==> config.mk <==
export PLATFORM = sky130hd
export DESIGN_NAME = score_keeper
export DESIGN_NICKNAME = d
export VERILOG_FILES = /design/src/rtl/score_keeper.sv
export SDC_FILE = /design/constraint.sdc
export NUM_CORES = 1
export LEC_CHECK = 0
export BUFFER_PORTS_ARGS = -buffer_cell sky130_fd_sc_hd__buf_2
export CORE_ASPECT_RATIO = 0.75
export CORE_MARGIN = 2
export CORE_UTILIZATION = 63
export DETAILED_ROUTE_END_ITERATION = 8
export PLACE_DENSITY = 0.86
export SYNTH_ARGS = -nofsm -noshare
export SYNTH_HDL_FRONTEND = slang
export SYNTH_SLANG_ARGS = --single-unit
==> constraint.sdc <==
create_clock -name clk_in -period 10.45 [get_ports clk_in]
set_input_delay 1.5675 -clock clk_in [delete_from_list [all_inputs] [get_ports clk_in]]
set_output_delay 1.5675 -clock clk_in [all_outputs]
set_load 0.05 [all_outputs]
==> src/rtl/score_keeper.sv <==
// -----------------------------------------------------------------------------
// score_keeper
//
// Tracks score, combo, multiplier and health for one play session. Event inputs
// come from the state processor once per cycle. Outputs go to the HUD renderer
// and the game-flow controller.
//
// Slices and misses are deduplicated against the index of the last block
// consumed. Obstacle hits are rate-limited by a cooldown counter. All outputs
// are registered, so an event sampled on edge N shows up right after edge N.
//
// Ports
//   clk_in                  system clock
//   rst_in                  asynchronous, active-high reset
//   state                   game state: 0 menu, 1 playing, 2 paused, 3 paused
//   curr_block_index_in     block index that the slice/miss inputs refer to
//   block_sliced            slice event this cycle
//   player_hit_by_obstacle  obstacle contact this cycle
//   block_missed            miss event this cycle
//   score                   accumulated score, saturating at 2^20-1
//   combo                   consecutive slices, saturating at 1023
//   multiplier              1..MAX_MULT, derived from combo
//   health                  0..MAX_HEALTH
//   game_over               high while the session is in the OVER state
//   score_event             one-cycle pulse for each scored slice
// -----------------------------------------------------------------------------
module score_keeper #(
    parameter int MAX_HEALTH        = 100,
    parameter int SLICE_POINTS      = 100,
    parameter int HEAL_AMOUNT       = 2,
    parameter int MISS_DAMAGE       = 10,
    parameter int OBSTACLE_DAMAGE   = 15,
    parameter int MULT_STEP         = 8,
    parameter int MAX_MULT          = 8,
    parameter int OBSTACLE_COOLDOWN = 60
) (
    input  logic        clk_in,
    input  logic        rst_in,
    input  logic [1:0]  state,
    input  logic [7:0]  curr_block_index_in,
    input  logic        block_sliced,
    input  logic        player_hit_by_obstacle,
    input  logic        block_missed,
    output logic [19:0] score,
    output logic [9:0]  combo,
    output logic [3:0]  multiplier,
    output logic [7:0]  health,
    output logic        game_over,
    output logic        score_event
);

    // MULT_STEP is a power of two, so dividing combo by it is a right shift.
    localparam int               MULT_SHIFT  = $clog2(MULT_STEP);
    localparam logic [19:0]      SCORE_MAX   = 20'hF_FFFF;
    localparam logic [9:0]       COMBO_MAX   = 10'h3FF;
    localparam logic [7:0]       HEALTH_FULL = 8'(MAX_HEALTH);
    localparam logic [7:0]       CD_LOAD     = 8'(OBSTACLE_COOLDOWN);
    localparam logic [3:0]       MULT_CAP    = 4'(MAX_MULT);
    localparam logic [20:0]      SLICE_PTS   = 21'(SLICE_POINTS);
    localparam logic signed [9:0] HEAL_S     = 10'(HEAL_AMOUNT);
    localparam logic signed [9:0] MISS_S     = 10'(MISS_DAMAGE);
    localparam logic signed [9:0] OBS_S      = 10'(OBSTACLE_DAMAGE);

    typedef enum logic [1:0] {
        S_IDLE = 2'd0,
        S_PLAY = 2'd1,
        S_OVER = 2'd2
    } fsm_e;

    fsm_e               fsm_q, fsm_d;
    logic [19:0]        score_q, score_d;
    logic [9:0]         combo_q, combo_d;
    logic [3:0]         mult_q, mult_d;
    logic [7:0]         health_q, health_d;
    logic               game_over_q, game_over_d;
    logic               score_event_q, score_event_d;
    logic [7:0]         cooldown_q, cooldown_d;
    logic [7:0]         last_index_q, last_index_d;
    logic               last_valid_q, last_valid_d;

    logic               play_active_s;
    logic               idx_new_s;
    logic               slice_acc_s;
    logic               miss_acc_s;
    logic               obs_acc_s;
    logic [20:0]        score_sum_s;
    logic [19:0]        score_sat_s;
    logic [9:0]         combo_inc_s;
    logic signed [9:0]  health_sum_s;

    // Multiplier level for a given combo: 1 + combo/MULT_STEP, capped.
    function automatic logic [3:0] mult_for_combo(input logic [9:0] c);
        logic [9:0] lvl;
        lvl = (c >> MULT_SHIFT) + 10'd1;
        if (lvl > {6'd0, MULT_CAP}) begin
            return MULT_CAP;
        end else begin
            return lvl[3:0];
        end
    endfunction

    // Clamp a signed health sum into 0..MAX_HEALTH.
    function automatic logic [7:0] clamp_health(input logic signed [9:0] h);
        if (h < 10'sd0) begin
            return 8'd0;
        end else if (h > $signed({2'b00, HEALTH_FULL})) begin
            return HEALTH_FULL;
        end else begin
            return h[7:0];
        end
    endfunction

    // Events only count while the session is running and not paused.
    assign play_active_s = (fsm_q == S_PLAY) && (state == 2'd1);

    // A block index is consumed once. The first event after a session starts
    // is always new because last_valid is cleared on session entry.
    assign idx_new_s = !last_valid_q || (curr_block_index_in != last_index_q);

    // A slice beats a miss on the same cycle, so the miss is masked by
    // block_sliced itself, even when the slice is a duplicate.
    assign slice_acc_s = play_active_s && block_sliced && idx_new_s;
    assign miss_acc_s  = play_active_s && block_missed && !block_sliced && idx_new_s;
    assign obs_acc_s   = play_active_s && player_hit_by_obstacle && (cooldown_q == 8'd0);

    // Score uses the multiplier held before this cycle's update.
    assign score_sum_s = {1'b0, score_q} + (SLICE_PTS * {17'd0, mult_q});
    assign score_sat_s = score_sum_s[20] ? SCORE_MAX : score_sum_s[19:0];
    assign combo_inc_s = (combo_q == COMBO_MAX) ? COMBO_MAX : (combo_q + 10'd1);

    // Heal and every kind of damage land as a single signed sum, clamped once.
    assign health_sum_s = $signed({2'b00, health_q})
                        + (slice_acc_s ? HEAL_S : 10'sd0)
                        - (miss_acc_s  ? MISS_S : 10'sd0)
                        - (obs_acc_s   ? OBS_S  : 10'sd0);

    // Next-state and next-value logic for the session FSM and all counters.
    always_comb begin
        fsm_d         = fsm_q;
        score_d       = score_q;
        combo_d       = combo_q;
        mult_d        = mult_q;
        health_d      = health_q;
        score_event_d = 1'b0;
        cooldown_d    = cooldown_q;
        last_index_d  = last_index_q;
        last_valid_d  = last_valid_q;

        case (fsm_q)
            S_IDLE: begin
                if (state == 2'd1) begin
                    // Starting a session wipes the previous one.
                    fsm_d        = S_PLAY;
                    score_d      = 20'd0;
                    combo_d      = 10'd0;
                    mult_d       = 4'd1;
                    health_d     = HEALTH_FULL;
                    cooldown_d   = 8'd0;
                    last_valid_d = 1'b0;
                end else begin
                    fsm_d = S_IDLE;
                end
            end

            S_PLAY: begin
                if (state == 2'd0) begin
                    // Leave to the menu and keep the values for the HUD.
                    fsm_d = S_IDLE;
                end else if (play_active_s) begin
                    if (slice_acc_s) begin
                        score_d       = score_sat_s;
                        score_event_d = 1'b1;
                    end else begin
                        score_d = score_q;
                    end

                    if (slice_acc_s || miss_acc_s) begin
                        last_index_d = curr_block_index_in;
                        last_valid_d = 1'b1;
                    end else begin
                        last_index_d = last_index_q;
                        last_valid_d = last_valid_q;
                    end

                    // Any damage breaks the combo, even alongside a slice.
                    if (obs_acc_s || miss_acc_s) begin
                        combo_d = 10'd0;
                    end else if (slice_acc_s) begin
                        combo_d = combo_inc_s;
                    end else begin
                        combo_d = combo_q;
                    end
                    mult_d   = mult_for_combo(combo_d);
                    health_d = clamp_health(health_sum_s);

                    if (obs_acc_s) begin
                        cooldown_d = CD_LOAD;
                    end else if (cooldown_q != 8'd0) begin
                        cooldown_d = cooldown_q - 8'd1;
                    end else begin
                        cooldown_d = cooldown_q;
                    end

                    // Enter OVER on the same edge that drains the last health.
                    if (health_d == 8'd0) begin
                        fsm_d = S_OVER;
                    end else begin
                        fsm_d = S_PLAY;
                    end
                end else begin
                    // Paused: everything, including the cooldown, is frozen.
                    fsm_d = S_PLAY;
                end
            end

            S_OVER: begin
                if (state == 2'd0) begin
                    fsm_d = S_IDLE;
                end else begin
                    fsm_d = S_OVER;
                end
            end

            default: begin
                fsm_d = S_IDLE;
            end
        endcase

        game_over_d = (fsm_d == S_OVER);
    end

    // State and output registers, asynchronously reset.
    always_ff @(posedge clk_in or posedge rst_in) begin
        if (rst_in) begin
            fsm_q         <= S_IDLE;
            score_q       <= 20'd0;
            combo_q       <= 10'd0;
            mult_q        <= 4'd1;
            health_q      <= HEALTH_FULL;
            game_over_q   <= 1'b0;
            score_event_q <= 1'b0;
            cooldown_q    <= 8'd0;
            last_index_q  <= 8'd0;
            last_valid_q  <= 1'b0;
        end else begin
            fsm_q         <= fsm_d;
            score_q       <= score_d;
            combo_q       <= combo_d;
            mult_q        <= mult_d;
            health_q      <= health_d;
            game_over_q   <= game_over_d;
            score_event_q <= score_event_d;
            cooldown_q    <= cooldown_d;
            last_index_q  <= last_index_d;
            last_valid_q  <= last_valid_d;
        end
    end

    assign score       = score_q;
    assign combo       = combo_q;
    assign multiplier  = mult_q;
    assign health      = health_q;
    assign game_over   = game_over_q;
    assign score_event = score_event_q;

endmodule

==> results.md <==
- Outcome: finished clean
- Largest net degree at the start of global routing: 63
- Number of core rows: 26
- # IOs: 59
- Fmax: 0.163 GHz
- Die height: 76.3 µm
- Maximum vdd drop: 190 µV
- Clock share of power: 23.0%
- Synth Register Bits: 62
- Remaining Overflow, GRT: 0
- HP Class: reg -> reg
- Final hold vios: 0
- Clock-pin slew on the worst setup and hold paths: 70 ps
- Psw: 0.481 mW
- Slew HR: 39.4%
- Int Pwr: 0.664 mW
- Combinational share of power: 46.9%
- PD cells: 230 nW/µm²
- GRT Total Usage: 28.7%
- WL per Instance: 16.9 µm
- WHS: 517 ps
- Port Buf Inserts: 58
- Routed via count: 3887
- Period minus WS final: 6130 ps
- Clock sinks: 62
- Max FO, Critical Path: 5
- Required @ worst endpoint: 10720 ps
- Period utilization: 58.6%
- DR pass1 iterations: 6
- Final setup vio count: 0
- Diode count: 0
- Routability Congestion: 0.876
- Post-synth EDFFs: 0
- Routed Antenna Nets: 0
- Chip width: 100 µm
- Sequential area share after synthesis: 35.4%
- Synth Net Count: 535
- RSZ-0062 raised after global routing: no
- Die ar.: 7670 µm²
- # hold bufs at CTS: 0
- Sw frac: 42.0%
- Root Buffer Master: clkbuf_8
- Resized cells post-CTS: 0
- Starting Density: 64.9%
- Post-Synthesis Cells: 474
- Crit path arrival time: 6400 ps
- Slew @ Worst Pin: 896 ps
- Clk_lat worst skew: 340 ps
- Vias in the first global route: 3808
- Synth warn: 0
- CTS buffer count: 9
- Main synth FF type: dfrtp_1
- Fin nets: 588
- First-pass GRT wire length: 17600 µm
- Setup CP Type: in -> reg
- Initial antenna violation count: 0
- Critical Path Sink Type: flop
- Setup bufs post-CTS: 0
- Maxcap violations: 0
- Clock Skews: 9.06 ps
- CP Launch Type: input port
- Avg Vias per Cell: 6.31
- H-tree depth: 3
- Pins Over Slew Limit: 0
- Count of different cell masters after synthesis: 69
- Clock Path Buffers: 2
- DP HPWL: 7830 µm
- DRT Wirelength: 10400 µm
- Layout cell share with drive strength beyond 1: 19.2%
- Core Area: 6770 µm²
- Dpl cell area: 4720 µm²
- LEAKAGE: 2.48 nW
- Post-route DRC: 0
- Synth Cell Area: 4390 µm²
- Asr flop ratio synth: 100%
- DR iter-0 viols: 322
- Seq pwr share: 30.2%
- Avg Synthesized Cell Area: 9.27 µm²
- Syn-to-layout area delta: 13.1%
- Setup TNS: 0 ps
- # fillers: 516
- Final Cell Area: 4970 µm²
- Clock tree from TritonCTS: done
## through the flow
step	utilization, %	instances	setup slack (ps)	total power, mW
floorplan	-	474	4650	0.766
global placement	69.7	600	4200	0.854
detailed placement	69.7	600	4050	0.879
CTS	73.4	616	4350	1.14
global route	73.4	616	4010	1.22
finish	73.4	616	4320	1.15
## flip-flops by register name, summed over array words and instances (netlist names)
register,flops
cooldown_q,8
combo,10
multiplier,4
fsm_q,2
last_valid_q,1
score,19
last_index_q,8
game_over,1
score_event,1
health,8
## routing by layer
metal / vias to the layer above / track usage, % / part of all wire (%)
met5: - / 0 / 0
met4: 0 / 10.5 / 2.3
met3: 32 / 6.42 / 7.3
met2: 187 / 46.8 / 47
met1: 1835 / 37.4 / 43
li1: 1833 / - / -
## cell usage after synthesis (9+ instances only)
cell type  instances  area, µm²
xor2_1            11       96.3
and3_1            11       68.8
nand2_1           29        109
dfrtp_1           58       1450
nor2_1            28        105
o21ai_1           11       55.1
ha_1              42        526
o21ai_0           19       95.1
a31oi_1           21        131
xnor2_1           15        131
clkbuf_1           9       33.8
inv_1             42        158
nand3_1           11       55.1
a21oi_1           34        170
nor3_1             9       45.0
a21o_1             9       67.6
## cell usage in the layout, fill, tap and decap left out, types with 3 or more instances in the layout
cell type	n
o22a_1	3
o21ai_1	11
xnor2_1	15
ha_1	42
buf_2	58
or3_1	3
a21o_1	9
nor2_1	28
nand3_1	11
dfrtp_1	58
a22o_1	4
nand2b_1	6
nor4b_1	3
bufinv_16	3
o21bai_1	4
o21a_1	3
inv_1	41
and2_1	6
mux2_2	8
o21ai_0	19
and3_1	11
a31oi_1	21
fa_1	4
nand2_1	29
nand4_1	3
dfstp_2	4
nor2b_1	4
a311oi_1	3
clkbuf_8	11
a21oi_1	34
nor3_1	9
xor2_1	11
a211oi_1	5
## worst paths after layout
path	from	to	slack [ps]	cells after the start
worst max-delay path	curr_block_index_in[4]	health[0]	4320	19
worst min-delay path	cooldown_q[1]	cooldown_q[1]	520	2
worst max register to register	fsm_q[0]	health[0]	4930	17
worst min register to register	cooldown_q[1]	cooldown_q[1]	520	2
max in group asynchronous	rst_in	health[4]	8480	3
min in group asynchronous	rst_in	score[16]	1440	3
## cell type report
type / instances / area [µm²] / share of cell area (%)
multi-input cells: 352 / 2600 / 52.3
flip-flops and latches: 62 / 1560 / 31.3
repair buffers: 59 / 298 / 5.99
inverters: 43 / 161 / 3.25
clock buffers: 13 / 159 / 3.20
well taps: 84 / 105 / 2.12
clock inverters: 3 / 90.1 / 1.81
## cell families after synthesis
group                      count (synthesis)  share of synthesized area (%)
adders and majority gates                 46                           13.8
buffers and inverters                     60                           5.44
and+or+nand+nor                          126                           15.3
xor gates and xnor gates                  26                           5.18
DFF                                       62                           35.4
muxes                                      9                           2.28
AOI/OAI and AO/OA                        145                           22.6
## worst max-delay path, stage by stage
cell and delay (ps):
buf_2 100, xor2_1 240, nor4_4 100, and3_1 190, nor4b_1 780, inv_1 120
ha_1 330, fa_1 540, inv_1 60, ha_1 280, a21o_1 180, a21oi_1 230
o21bai_1 110, a2111o_1 430, and2_4 180, xnor2_1 160, nand4_2 190, a311oi_2 410
a22o_1 200
## power by group through the flow
stage          Sequential (mW)  Clock (mW)  Combinational (mW)
2_1_floorplan            0.409           0               0.358
3_3_place_gp             0.345           0               0.509
3_5_place_dp             0.348           0               0.531
4_1_cts                  0.344       0.266               0.533
5_1_grt                  0.352       0.277               0.588
6_report                 0.346       0.263               0.537
Note: power is estimated with default switching activity, not from simulation.
